--- src/rtl/control_unit_types_pkg.sv ---
// Purpose: control-path enums shared by pipeline stages.
package control_unit_types_pkg;

  // Write-back data source select
  typedef enum logic [1:0] {
    ALU = 2'd0,
    MEM = 2'd1,
    NPC = 2'd2
  } memtoreg_t;

  // Memory stage controller states
  typedef enum logic [1:0] {
    IDLE   = 2'd0,
    REQ    = 2'd1,
    HALTED = 2'd2
  } memstate_t;

endpackage

--- src/rtl/cpu_types_pkg.sv ---
// Purpose: shared CPU datapath types (word and register-index widths).
package cpu_types_pkg;

  localparam int unsigned WORD_W = 32;
  localparam int unsigned REG_W  = 5;

  typedef logic [WORD_W-1:0] word_t;
  typedef logic [REG_W-1:0]  regbits_t;

endpackage

--- src/rtl/llsc_link.sv ---
// Purpose: load-linked / store-conditional link register.
// Ports:
//   CLK, RST          clock, synchronous active-high reset
//   set, set_addr     LL completion: arm link on set_addr
//   clr               SC completion: disarm link
//   snoop_inv/addr    coherence invalidate; disarms on address match
//   valid, addr       current link state
import cpu_types_pkg::*;

module llsc_link (
  input  logic  CLK,
  input  logic  RST,
  input  logic  set,
  input  logic  clr,
  input  logic  snoop_inv,
  input  word_t snoop_addr,
  input  word_t set_addr,
  output logic  valid,
  output word_t addr
);

  logic  r_valid;
  word_t r_addr;

  // A same-cycle LL set takes priority over clear and snoop invalidate
  always_ff @(posedge CLK) begin
    if (RST) begin
      r_valid <= 1'b0;
      r_addr  <= '0;
    end else if (set) begin
      r_valid <= 1'b1;
      r_addr  <= set_addr;
    end else if (clr || (snoop_inv && (snoop_addr == r_addr))) begin
      r_valid <= 1'b0;
    end
  end

  assign valid = r_valid;
  assign addr  = r_addr;

endmodule

--- src/rtl/mem_stage.sv ---
// Purpose: pipeline MEM stage. Issues data-cache requests, stalls the
// front of the pipeline until the cache answers, resolves LL/SC, handles
// halt, and loads the MEM/WB register.
// Ports:
//   CLK, RST                         clock, synchronous active-high reset
//   mm_*                             EX/MEM register contents
//   dhit, dmemload                   cache response
//   dmemREN/WEN, dmemaddr/store      cache request (combinational)
//   snoop_inv, snoop_addr            coherence invalidate
//   mm_stall                         freeze IF..EX/MEM (combinational)
//   wb_*                             MEM/WB register
//   stall_cycles                     saturating count of stall cycles
import cpu_types_pkg::*;
import control_unit_types_pkg::*;

module mem_stage (
  input  logic      CLK,
  input  logic      RST,
  input  logic      mm_valid,
  input  logic      mm_dREN,
  input  logic      mm_dWEN,
  input  logic      mm_ll,
  input  logic      mm_sc,
  input  memtoreg_t mm_MemtoReg,
  input  logic      mm_RegWEN,
  input  logic      mm_halt,
  input  regbits_t  mm_rd,
  input  word_t     mm_ALUOut,
  input  word_t     mm_store,
  input  word_t     mm_npc,
  input  logic      dhit,
  input  word_t     dmemload,
  output logic      dmemREN,
  output logic      dmemWEN,
  output word_t     dmemaddr,
  output word_t     dmemstore,
  input  logic      snoop_inv,
  input  word_t     snoop_addr,
  output logic      mm_stall,
  output logic      wb_valid,
  output logic      wb_RegWEN,
  output logic      wb_halt,
  output regbits_t  wb_rd,
  output word_t     wb_wdat,
  output word_t     stall_cycles
);

  localparam word_t STALL_MAX = '1;

  memstate_t r_state;
  memstate_t w_state_nxt;
  logic      r_post_rst;

  logic  w_active;
  logic  w_halt;
  logic  w_sc_ok;
  logic  w_sc_fail;
  logic  w_req;
  logic  w_done;
  logic  w_link_valid;
  word_t w_link_addr;
  logic  w_link_set;
  logic  w_link_clr;
  word_t w_wdat;

  logic     r_wb_valid;
  logic     r_wb_RegWEN;
  logic     r_wb_halt;
  regbits_t r_wb_rd;
  word_t    r_wb_wdat;
  word_t    r_stall_cycles;

  // State register; r_post_rst blocks any access in the cycle after reset
  always_ff @(posedge CLK) begin
    if (RST) begin
      r_state    <= IDLE;
      r_post_rst <= 1'b1;
    end else begin
      r_state    <= w_state_nxt;
      r_post_rst <= 1'b0;
    end
  end

  // Request/complete decode, next state and combinational cache outputs
  always_comb begin
    w_state_nxt = r_state;
    dmemREN     = 1'b0;
    dmemWEN     = 1'b0;
    dmemaddr    = '0;
    dmemstore   = '0;
    mm_stall    = 1'b0;

    w_active  = (r_state != HALTED) && !r_post_rst && mm_valid;
    w_halt    = w_active && (r_state == IDLE) && mm_halt;
    w_sc_ok   = w_link_valid && (w_link_addr == mm_ALUOut);
    // A failed SC (including link lost while waiting) never touches the cache
    w_sc_fail = mm_sc && !w_sc_ok;
    w_req     = w_active && !w_halt && (mm_dREN || mm_dWEN) && !w_sc_fail;
    w_done    = w_active && (!w_req || dhit);

    if (w_req) begin
      dmemREN   = mm_dREN;
      dmemWEN   = mm_dWEN;
      dmemaddr  = mm_ALUOut;
      dmemstore = mm_store;
    end

    mm_stall = (r_state == HALTED) || (w_req && !dhit);

    case (r_state)
      IDLE: begin
        if (w_halt)
          w_state_nxt = HALTED;
        else if (w_req && !dhit)
          w_state_nxt = REQ;
      end
      REQ: begin
        if (!w_req || dhit)
          w_state_nxt = IDLE;
      end
      HALTED:  w_state_nxt = HALTED;
      default: w_state_nxt = IDLE;
    endcase
  end

  // Write-back data select
  always_comb begin
    w_wdat = mm_ALUOut;
    if (mm_sc) begin
      w_wdat = WORD_W'(w_req && dhit);
    end else begin
      case (mm_MemtoReg)
        ALU:     w_wdat = mm_ALUOut;
        MEM:     w_wdat = dmemload;
        NPC:     w_wdat = mm_npc;
        default: w_wdat = mm_ALUOut;
      endcase
    end
  end

  assign w_link_set = w_done && mm_ll && w_req;
  assign w_link_clr = w_done && mm_sc;

  llsc_link u_link (
    .CLK        (CLK),
    .RST        (RST),
    .set        (w_link_set),
    .clr        (w_link_clr),
    .snoop_inv  (snoop_inv),
    .snoop_addr (snoop_addr),
    .set_addr   (mm_ALUOut),
    .valid      (w_link_valid),
    .addr       (w_link_addr)
  );

  // MEM/WB register; wb_halt stays high for as long as the stage is halted
  always_ff @(posedge CLK) begin
    if (RST) begin
      r_wb_valid  <= 1'b0;
      r_wb_RegWEN <= 1'b0;
      r_wb_halt   <= 1'b0;
      r_wb_rd     <= '0;
      r_wb_wdat   <= '0;
    end else begin
      r_wb_valid  <= w_done;
      r_wb_RegWEN <= w_done && mm_RegWEN;
      r_wb_halt   <= w_halt || (r_state == HALTED);
      if (w_done) begin
        r_wb_rd   <= mm_rd;
        r_wb_wdat <= w_wdat;
      end
    end
  end

  // Saturating stall counter; halted stalls are not counted
  always_ff @(posedge CLK) begin
    if (RST)
      r_stall_cycles <= '0;
    else if (mm_stall && (r_state != HALTED) && (r_stall_cycles != STALL_MAX))
      r_stall_cycles <= r_stall_cycles + WORD_W'(1);
  end

  assign wb_valid     = r_wb_valid;
  assign wb_RegWEN    = r_wb_RegWEN;
  assign wb_halt      = r_wb_halt;
  assign wb_rd        = r_wb_rd;
  assign wb_wdat      = r_wb_wdat;
  assign stall_cycles = r_stall_cycles;

endmodule

--- config.mk ---
export PLATFORM = sky130hd
export DESIGN_NAME = mem_stage
export DESIGN_NICKNAME = d
export VERILOG_FILES = /design/src/rtl/control_unit_types_pkg.sv /design/src/rtl/cpu_types_pkg.sv /design/src/rtl/llsc_link.sv /design/src/rtl/mem_stage.sv
export SDC_FILE = /design/constraint.sdc
export NUM_CORES = 1
export LEC_CHECK = 0
export ABC_AREA = 1
export BUFFER_PORTS_ARGS = -buffer_cell sky130_fd_sc_hd__buf_4
export CAP_MARGIN = 20
export CORE_AREA = 2 2 122 124
export DETAILED_ROUTE_END_ITERATION = 8
export DIE_AREA = 0 0 124 126
export PLACE_DENSITY = 0.82
export SLEW_MARGIN = 0
export SYNTH_ARGS = -nofsm -noshare
export SYNTH_HDL_FRONTEND = slang
export SYNTH_SLANG_ARGS = --single-unit
--- constraint.sdc ---
create_clock -name CLK -period 2.9 [get_ports CLK]
set_input_delay 0.29 -clock CLK [delete_from_list [all_inputs] [get_ports CLK]]
set_output_delay 0.29 -clock CLK [all_outputs]
set_load 0.1 [all_outputs]
==> results of run 1 <==
==> worst max-delay path: stages (launching register included) <==
cell,delay (ns)
dfxtp_1,0.39
inv_1,0.07
nand2_1,0.06
nand4_1,0.11
nor2_1,0.15
nand2_1,0.08
nor2_1,0.12
nand2_1,0.13
nand2_2,0.12
nand2_4,0.16
buf_12,0.21
nor2_1,0.22
buf_6,0.27
==> repair_timing <==
item,CTS,global route
hold buffers,0,0
setup endpoints to repair,0,53
gates resized for setup,0,4
==> registers in the layout, indices dropped and copies added (netlist names) <==
name and cells:
stall_cycles 32, u_link.addr 32, wb_wdat 32, wb_rd 5, r_state 2, r_post_rst 1
u_link.valid 1, wb_RegWEN 1, wb_halt 1, wb_valid 1
==> cell usage in the layout, fill, tap and decap left out, drive strengths merged, types with 2 or more instances in the layout <==
cell      Yosys  routed
nor3         16      16
nor4          4       4
a21oi        59      59
ha            3       3
buf          24     329
o21ai        36      36
nand3b        3       3
clkinv        2       3
xnor2        21      21
nor2        220     220
a221oi       31      31
inv         128     129
nand4        27      27
a211oi        9       9
clkinvlp      0       2
or2           2       2
clkbuf       34      11
nand2       277     277
nand3        78      78
dfxtp       108     108
xor2         21      21
==> power breakdown <==
part	internal, mW	switching [mW]
combinational	0.329	0.698
clock	0.697	0.584
sequential	1.51	0.0164
total	2.54	1.30
==> worst paths after layout <==
path	start	end	slack [ns]	cells past startpoint
worst max-delay path	u_link.addr[18]	dmemaddr[29]	0.16	12
worst min-delay path	mm_ALUOut[0]	u_link.addr[0]	0.18	3
worst max register to register	stall_cycles[1]	stall_cycles[17]	0.43	13
worst min register to register	r_state[1]	r_state[0]	0.42	1
==> logic make-up after synthesis <==
family / count (synthesis) / synth area share [%]
simple gates: 627 / 38.6
buf+inv: 188 / 11.2
compound gates: 139 / 12.9
flops: 108 / 31.5
xor+xnor: 42 / 5.35
fa+ha+maj: 3 / 0.546
==> per-layer routing <==
layer  up-vias  global-route usage [%]
met5         -                       0
met4         0                    15.9
met3        69                    7.29
met2       397                    55.6
met1      3731                    38.5
li1       4107                       -
==> layout make-up <==
cell class,count,area (um^2)
fill,1352,4640
multi-input combinational,811,3950
timing repair buffer,329,2540
sequential,108,2160
inverter,130,489
clock buffer,11,243
tap,184,230
clock inverter,5,58.8
==> per-stage QoR <==
stage / power, mW / util (%)
global route: 3.99 / 67.6
global placement: 2.58 / 65.4
floorplan: 2.19 / -
CTS: 3.85 / 67.5
detailed placement: 2.59 / 65.4
finish: 3.84 / 67.6
==> impl_metrics.ini, run 1 <==
[floorplanning]
die-width_um = 124
design.core.area_um2 = 14300
ios = 317
die_area_um2 = 15600
floorplan.rows = 44
floorplan.die.height_um = 126
initial_core_utilization_pct = 48.0

[place]
detailedPlacementHpwl_um = 20400
area_after_detailed_placement_um2 = 9360
place_congestion = 0.971
dp_worst_setup_slack_ns = 0.331
buffer_ports.inserted = 316
dp.cells = 1562

[drt]
route.detailed.vias_per_inst = 5.26
routed_wire_length_per_instance_um = 16.5
met3WireLength_um = 2310
drt_drc_violations_left = 0
via_count = 8304
highest_layer = met4
drt-met1-wl_um = 9960
routed_wirelength_um = 26000
detail-route-antenna-nets = 0
wl_met2_um = 12400
drt-initial-drc-count = 573
detailedRoute.firstPassIterationCount = 6

[logic_synthesis]
avg_synthesized_cell_area_um2 = 6.21
synth_flop_cell = dfxtp_1
syn_area_um2 = 6870
yosys_warnings = 0
post_synth_most_frequent_cells = 260 x nand2_1, 217 x nor2_1, 121 x inv_1
asyncSetResetFlopFracSynth_pct = 0
post-synth-top-count-cell = nand2_1
synth_enable_flop_cells = 0
number_of_nets_produced_by_synthesis = 1288
synth_top_area_share_pct = 31.5
seq_area_frac_synth_pct = 31.5
synth-seq-cells = 108
yosysUniqueCellTypes = 38
post_synth_inst_count = 1107
synth.top_cells.by_area = dfxtp_1 31%, nand2_1 14%, nor2_1 12%
synth_top_cell_by_area = dfxtp_1

[cts]
h-tree-depth = 3
cts_buffers = 9
cts_root_buf = clkbuf_16
clock_network_latency_to_the_later_pin_of_the_worst_skew_pair_ns = 0.35
cts_num_sinks = 108
cts-root-to-sink-buffers = 2
postCtsSetupRepairBufs = 0
tritoncts = yes
clk_transition_reported_paths_ns = 0.07

[global_routing]
grt_first_pass_wirelength_um = 39900
first_global_vias = 7746
grt_start_max_net_pins = 66
globalRoute.totalOverflow = 0
antenna_found_initial = 0
track_usage_pct = 32.7

[run]
maxCapViolCount = 0

[run_status]
status = finished, final reports clean

[cells_and_area]
antenna_diodes = 0
post_route_cells_drive_above_1_share_pct = 27.9
non_filler_instance_count_after_layout = 1578
final_net_count = 1570
area_growth_from_synthesis_to_final_layout_pct = 40.8
finish.instance_area_um2 = 9680

[setup_path]
worst-endpoint-arrival_ns = 2.45
cp_max_fo = 31
timing.critical_path.required_ns = 2.61
setup.worst_path.start_class = flip-flop
cp-end-kind = primary output
timing.setup.critical_path_class = flip-flop to primary output

[sta]
post-route-worst-setup-slack_ns = 0.159
final.hold.worst_slack_ns = 0.177
max-slew-margin-rel_pct = 41.3
final.setup_skew_ns = 0.00820
max_freq_ghz = 0.365
hold_viol_final = 0
period_utilization_pct = 94.5
setup_repair_after_global_routing_missed_its_margin = false
number_of_max_slew_violations_in_the_final_report = 0
worst-slew-pin-transition_ns = 0.879
setup_viol = 0
final.min_clock_period_ns = 2.74
timing.setup.tns_ns = 0

[pwr]
leakage_nw = 4.92
vdd_ir_drop_max_mv = 0.266
powerDensity_nw_per_um2 = 397

[hold_path]
path_class_of_the_lowest_slack_min_delay_path = input pin to flip-flop
Power figures use the tool's default switching activity.
==> inputs of run 2 (changes only) <==
--- a/config.mk
+++ b/config.mk
@@ -11,7 +11,7 @@
 export CORE_AREA = 2 2 122 124
 export DETAILED_ROUTE_END_ITERATION = 8
 export DIE_AREA = 0 0 124 126
-export PLACE_DENSITY = 0.82
+export PLACE_DENSITY_LB_ADDON = 0.1
 export SLEW_MARGIN = 0
 export SYNTH_ARGS = -nofsm -noshare
 export SYNTH_HDL_FRONTEND = slang
==> constraint.sdc (replaced) <==
create_clock -name CLK -period 3.37 [get_ports CLK]
set_input_delay 0.337 -clock CLK [delete_from_list [all_inputs] [get_ports CLK]]
set_output_delay 0.337 -clock CLK [all_outputs]
set_load 0.1 [all_outputs]
==> run 2 against run 1 <==
Against the previous run:
- die area stayed put
- clock skew hardly changed
- first-iteration DRC count rose by 26%
- sequential share of layout area increased by 0.21 points
- wire length fell by 2.1%
- cell area decreased by 0.93%
- worst setup slack gained 0.38 ns
- core utilization decreased by 0.63 points
==> impl_metrics.ini, run 2 (synthesis gave the netlist of run 1 again) <==
[drt]
detailedRoute.firstPassIterationCount = 5
routed_wire_length_per_instance_um = 16.1
drt_drc_violations_left = 0
routed_wirelength_um = 25400
detail-route-antenna-nets = 0
via_count = 8283
route.detailed.vias_per_inst = 5.25
drt-initial-drc-count = 720

[global_routing]
antenna_found_initial = 0
grt_start_max_net_pins = 66
grt_first_pass_wirelength_um = 39000
first_global_vias = 7485
globalRoute.totalOverflow = 0
track_usage_pct = 32.1

[cells_and_area]
non_filler_instance_count_after_layout = 1578
most_common_cell_after_layout_fill_and_taps_aside = buf_4
area_growth_from_synthesis_to_final_layout_pct = 39.5
final_net_count = 1570
finish.instance_area_um2 = 9590
highest_count_cells_in_the_layout_ignoring_fill_and_taps = 329 x buf_4, 260 x nand2_1, 217 x nor2_1
antenna_diodes = 0
post_route_cells_drive_above_1_share_pct = 27.8

[place]
dp.cells = 1562
detailedPlacementHpwl_um = 19600
buffer_ports.inserted = 316
place_congestion = 0.948
area_after_detailed_placement_um2 = 9290

[setup_path]
cp-end-kind = primary output
critPathSlowestCell = dfxtp_1
cp_max_fo = 45
timing.setup.critical_path_class = flip-flop to primary output
setup.worst_path.start_class = flip-flop
worstPathCellList = inv_1 > nand2_1 > nand2_1 > nor2_1 > nand2_1 > nor2_1 > nand2_1 > nor2_1 > nand2_1 > nand2_2 > nand2_2 > buf_4 > nor2_1 > buf_4
critical_path.max_stage_delay_ns = 0.38
timing.critical_path.required_ns = 3.03
path_common_cell = nand2_1
worst-endpoint-arrival_ns = 2.50
rrSetupSlack_ns = 0.91

[floorplanning]
ios = 317
initial_core_utilization_pct = 48.0
design.core.area_um2 = 14300
die-width_um = 124
floorplan.die.height_um = 126
floorplan.rows = 44
die_area_um2 = 15600

[sta]
max-slew-margin-rel_pct = 47.2
period_utilization_pct = 84.1
timing.setup.tns_ns = 0
final.setup_skew_ns = 0.00866
final.min_clock_period_ns = 2.83
hold_viol_final = 0
worst-slew-pin-transition_ns = 0.792
setup_viol = 0
setup_repair_after_global_routing_missed_its_margin = false
max_freq_ghz = 0.353
number_of_max_slew_violations_in_the_final_report = 0

[cts]
cts_num_sinks = 108
cts_root_buf = clkbuf_16
cts-root-to-sink-buffers = 2
cts_hold_buffers_added = 0
postCtsSetupRepairBufs = 0
cts_buffers = 9
clock_network_latency_to_the_later_pin_of_the_worst_skew_pair_ns = 0.36
clk_transition_reported_paths_ns = 0.08
tritoncts = yes
post_cts_resized = 0
h-tree-depth = 3

[pwr]
leakage_nw = 4.88
p_int_mw = 2.16
design_power_total_mw = 3.29
powerDensity_nw_per_um2 = 343
p_comb_share_pct = 26.6
share_clk_of_total_power_pct = 33.4
vdd_ir_drop_max_mv = 0.242
sw_frac_of_total_pct = 34.3
switching_power_mw = 1.13
power_frac_seq_pct = 40.0

[run_status]
status = finished, final reports clean

[run]
maxCapViolCount = 0

[hold_path]
path_class_of_the_lowest_slack_min_delay_path = input pin to flip-flop
==> run 2: path summary, 6_finish.rpt <==
path                                 startpoint           to  depth (start not counted)
worst max register to register  u_link.addr[28]  wb_wdat[17]                         15
worst max-delay path            u_link.addr[28]  dmemaddr[0]                         14
worst min register to register       r_state[1]   r_state[0]                          1
worst min-delay path                  mm_RegWEN    wb_RegWEN                          3
==> run 2: final cells by class <==
class                           count  area (um^2)
Clock buffer                       10          229
Multi-Input combinational cell    811         3940
Sequential cell                   108         2160
Timing Repair Buffer              329         2470
Clock inverter                      6         63.8
Fill cell                        1362         4730
Tap cell                          184          230
Inverter                          130          489
==> run 2: power groups by stage <==
stage,sequential [mW],combinational [mW],clock [mW]
2_1_floorplan,1.52,0.372,0
3_3_place_gp,1.35,0.863,0
3_5_place_dp,1.35,0.866,0
4_1_cts,1.32,0.869,1.11
5_1_grt,1.32,0.925,1.15
6_report,1.32,0.873,1.10
==> run 2: metal layers <==
layer	global-route usage, %	up-vias	part of all wire (%)
met5	0	-	0
li1	-	4101	-
met2	53.1	333	48
met1	40.8	3793	40
met3	6.66	56	7.9
met4	12.0	0	3.5
==> run 2: worst max-delay path: cells and delay by family, from the launching register on <==
family / cells / cell delay [ns]
buffers and inverters: 3 / 0.68
AND/OR/NAND/NOR: 11 / 1.07
flip-flops: 1 / 0.38
==> run 2: per-stage QoR <==
stage	utilization, %	setup slack (ns)	hold slack [ns]
2_1_floorplan	-	0.365	0.365
3_3_place_gp	64.9	0.857	0.408
3_5_place_dp	64.9	0.867	0.415
4_1_cts	67.0	0.554	0.193
5_1_grt	67.0	0.366	0.209
6_report	67.0	0.536	0.197
==> inputs of run 3 (changes only) <==
--- a/config.mk
+++ b/config.mk
@@ -8,9 +8,10 @@
 export ABC_AREA = 1
 export BUFFER_PORTS_ARGS = -buffer_cell sky130_fd_sc_hd__buf_4
 export CAP_MARGIN = 20
-export CORE_AREA = 2 2 122 124
+export CORE_ASPECT_RATIO = 1.75
+export CORE_MARGIN = 1.5
+export CORE_UTILIZATION = 43
 export DETAILED_ROUTE_END_ITERATION = 8
-export DIE_AREA = 0 0 124 126
 export PLACE_DENSITY_LB_ADDON = 0.1
 export SLEW_MARGIN = 0
 export SYNTH_ARGS = -nofsm -noshare
==> constraint.sdc (replaced) <==
create_clock -name CLK -period 2.52 [get_ports CLK]
set_input_delay 0.252 -clock CLK [delete_from_list [all_inputs] [get_ports CLK]]
set_output_delay 0.252 -clock CLK [all_outputs]
set_load 0.1 [all_outputs]
==> run 3 against run 2 <==
Against the previous run:
- the run now ends with DRC left
- via count rose by 5.3%
- worst setup slack worse by 0.52 ns
- core utilization grew 2.9 points
- largest cell class unchanged
- hold slack got worse by 0.099 ns
- sequential power is 33% higher
- sequential share of layout area decreased by 2.7 points
- die area is 7.4% higher
- critical path type unchanged
- first-iteration DRC count down 27%
- combinational power rose by 55%
- clock-buffer cell count shrank 1
- total power up 41%
- final cell count increased by 2.2%
==> impl_metrics.ini, run 3 (synthesis gave the netlist of run 1 again) <==
[hold_path]
path_class_of_the_lowest_slack_min_delay_path = input pin to flip-flop

[pwr]
vdd_ir_drop_max_mv = 0.483
design_power_total_mw = 4.62
leakage_nw = 5.25
powerDensity_nw_per_um2 = 418

[place]
place_congestion = 0.966
dp_worst_setup_slack_ns = 0.183
detailedPlacementHpwl_um = 23200
buffer_ports.inserted = 316

[cts]
tritoncts = yes
cts_root_buf = clkbuf_16
cts_num_sinks = 108
clk_transition_reported_paths_ns = 0.09
clock_network_latency_to_the_later_pin_of_the_worst_skew_pair_ns = 0.36
cts_buffers = 9
h-tree-depth = 3
cts-root-to-sink-buffers = 2

[sta]
hold_viol_final = 0
worst-slew-pin-transition_ns = 0.745
setup_viol = 0
final.setup_skew_ns = 0.0119
period_utilization_pct = 99.5
timing.setup.tns_ns = 0
max_freq_ghz = 0.399
number_of_max_slew_violations_in_the_final_report = 0
final.min_clock_period_ns = 2.51
post-route-worst-setup-slack_ns = 0.0123
setup_repair_after_global_routing_missed_its_margin = true
max-slew-margin-rel_pct = 50.3

[run]
maxCapViolCount = 0

[floorplanning]
design.core.area_um2 = 15800
ios = 317
floorplan.rows = 61
initial_core_utilization_pct = 43.5
die-width_um = 98.6
floorplan.die.height_um = 170
die_area_um2 = 16800

[setup_path]
worst-endpoint-arrival_ns = 2.26
timing.critical_path.required_ns = 2.27
cp-end-kind = primary output
timing.setup.critical_path_class = flip-flop to primary output
setup.worst_path.start_class = flip-flop
cp_max_fo = 19
rrSetupSlack_ns = 0.20

[cells_and_area]
post_route_cells_drive_above_1_share_pct = 35.9
area_growth_from_synthesis_to_final_layout_pct = 60.6
most_common_cell_after_layout_fill_and_taps_aside = buf_4
final_net_count = 1598
highest_count_cells_in_the_layout_ignoring_fill_and_taps = 281 x buf_4, 257 x nand2_1, 153 x nor2_1
final.fill_count = 1389

[global_routing]
first_global_vias = 8118
antenna_found_initial = 2
grt_first_pass_wirelength_um = 43900
grt_start_max_net_pins = 68
globalRoute.totalOverflow = 0
track_usage_pct = 34.3

[drt]
routed_wire_length_per_instance_um = 19.4
via_count = 8724
drt_drc_violations_left = 14
drt-initial-drc-count = 528
routed_wirelength_um = 31200
route.detailed.vias_per_inst = 5.41
detailedRoute.firstPassIterationCount = 7
detail-route-antenna-nets = 0

[run_status]
violations = DRC
status = finished, violations left
-- run 3: changes by cell type in the layout (fill, tap and decap cells not counted), moves of 20 or more --
cell     delta
nor2_1     -64
buf_4      -48
nor2_4     +25
nor2_2     +39
buf_12     +64
dfxtp_1    -20
dfxtp_2    +20
-- run 3: final timing paths --
| path | cells past startpoint | startpoint | endpoint |
|---|---|---|---|
| worst max-delay path | 12 | u_link.addr[14] | dmemstore[5] |
| worst min-delay path | 3 | mm_RegWEN | wb_RegWEN |
| worst max register to register | 15 | u_link.addr[14] | stall_cycles[10] |
| worst min register to register | 1 | r_state[1] | r_state[0] |
-- run 3: critical path, cell delays in order (launching register included) --
cell       delay [ns]
dfxtp_2          0.36
inv_2            0.05
nand2_2          0.06
nand4_1          0.13
nor2_2           0.16
nand2_1          0.09
nor2_1           0.12
nand2_1          0.09
nand2_2          0.13
nand2_8          0.11
clkbuf_16        0.22
nor2_2           0.18
buf_12           0.20
-- run 3: where the power goes --
part | leakage (nW) | switching (mW) | internal, mW
Clock | 0.146 | 0.795 | 0.712
Sequential | 0.885 | 0.0214 | 1.74
Combinational | 4.22 | 0.884 | 0.463
Total | 5.25 | 1.70 | 2.92
-- run 3: final cells by class --
type | count | area (um^2) | share of cell area, %
Inverter | 130 | 489 | 4.43
Clock buffer | 9 | 225 | 2.04
Multi-Input combinational cell | 811 | 4250 | 38.5
Antenna cell | 2 | 5.00 | 0.0454
Timing Repair Buffer | 357 | 3550 | 32.2
Tap cell | 189 | 236 | 2.14
Clock inverter | 7 | 85.1 | 0.771
Sequential cell | 108 | 2190 | 19.8
-- run 3: what timing repair did --
item	in CTS	in global routing
hold buffers	0	0
gates resized for setup	35	245
pin swaps	1	9
buffers inserted	0	4
gates cloned	0	3
endpoints found under the setup margin	55	67
-- run 3: through the flow --
| stage | hold WS, ns | cells | util, % | cell area (um^2) |
|---|---|---|---|---|
| floorplan | 0.280 | 1107 | - | 6930 |
| global placement | 0.407 | 1588 | 60.6 | 9580 |
| detailed placement | 0.425 | 1588 | 60.6 | 9580 |
| CTS | 0.0934 | 1604 | 63.4 | 10000 |
| global route | 0.113 | 1613 | 69.8 | 11000 |
| finish | 0.0986 | 1613 | 69.8 | 11000 |
-- run 3: layer usage --
layer,up-vias,GRT usage [%],part of all wire (%)
met5,-,0,0
met4,0,23.2,7.4
met3,110,6.37,7.0
met2,427,62.3,52
met1,4017,35.3,34
li1,4170,-,-
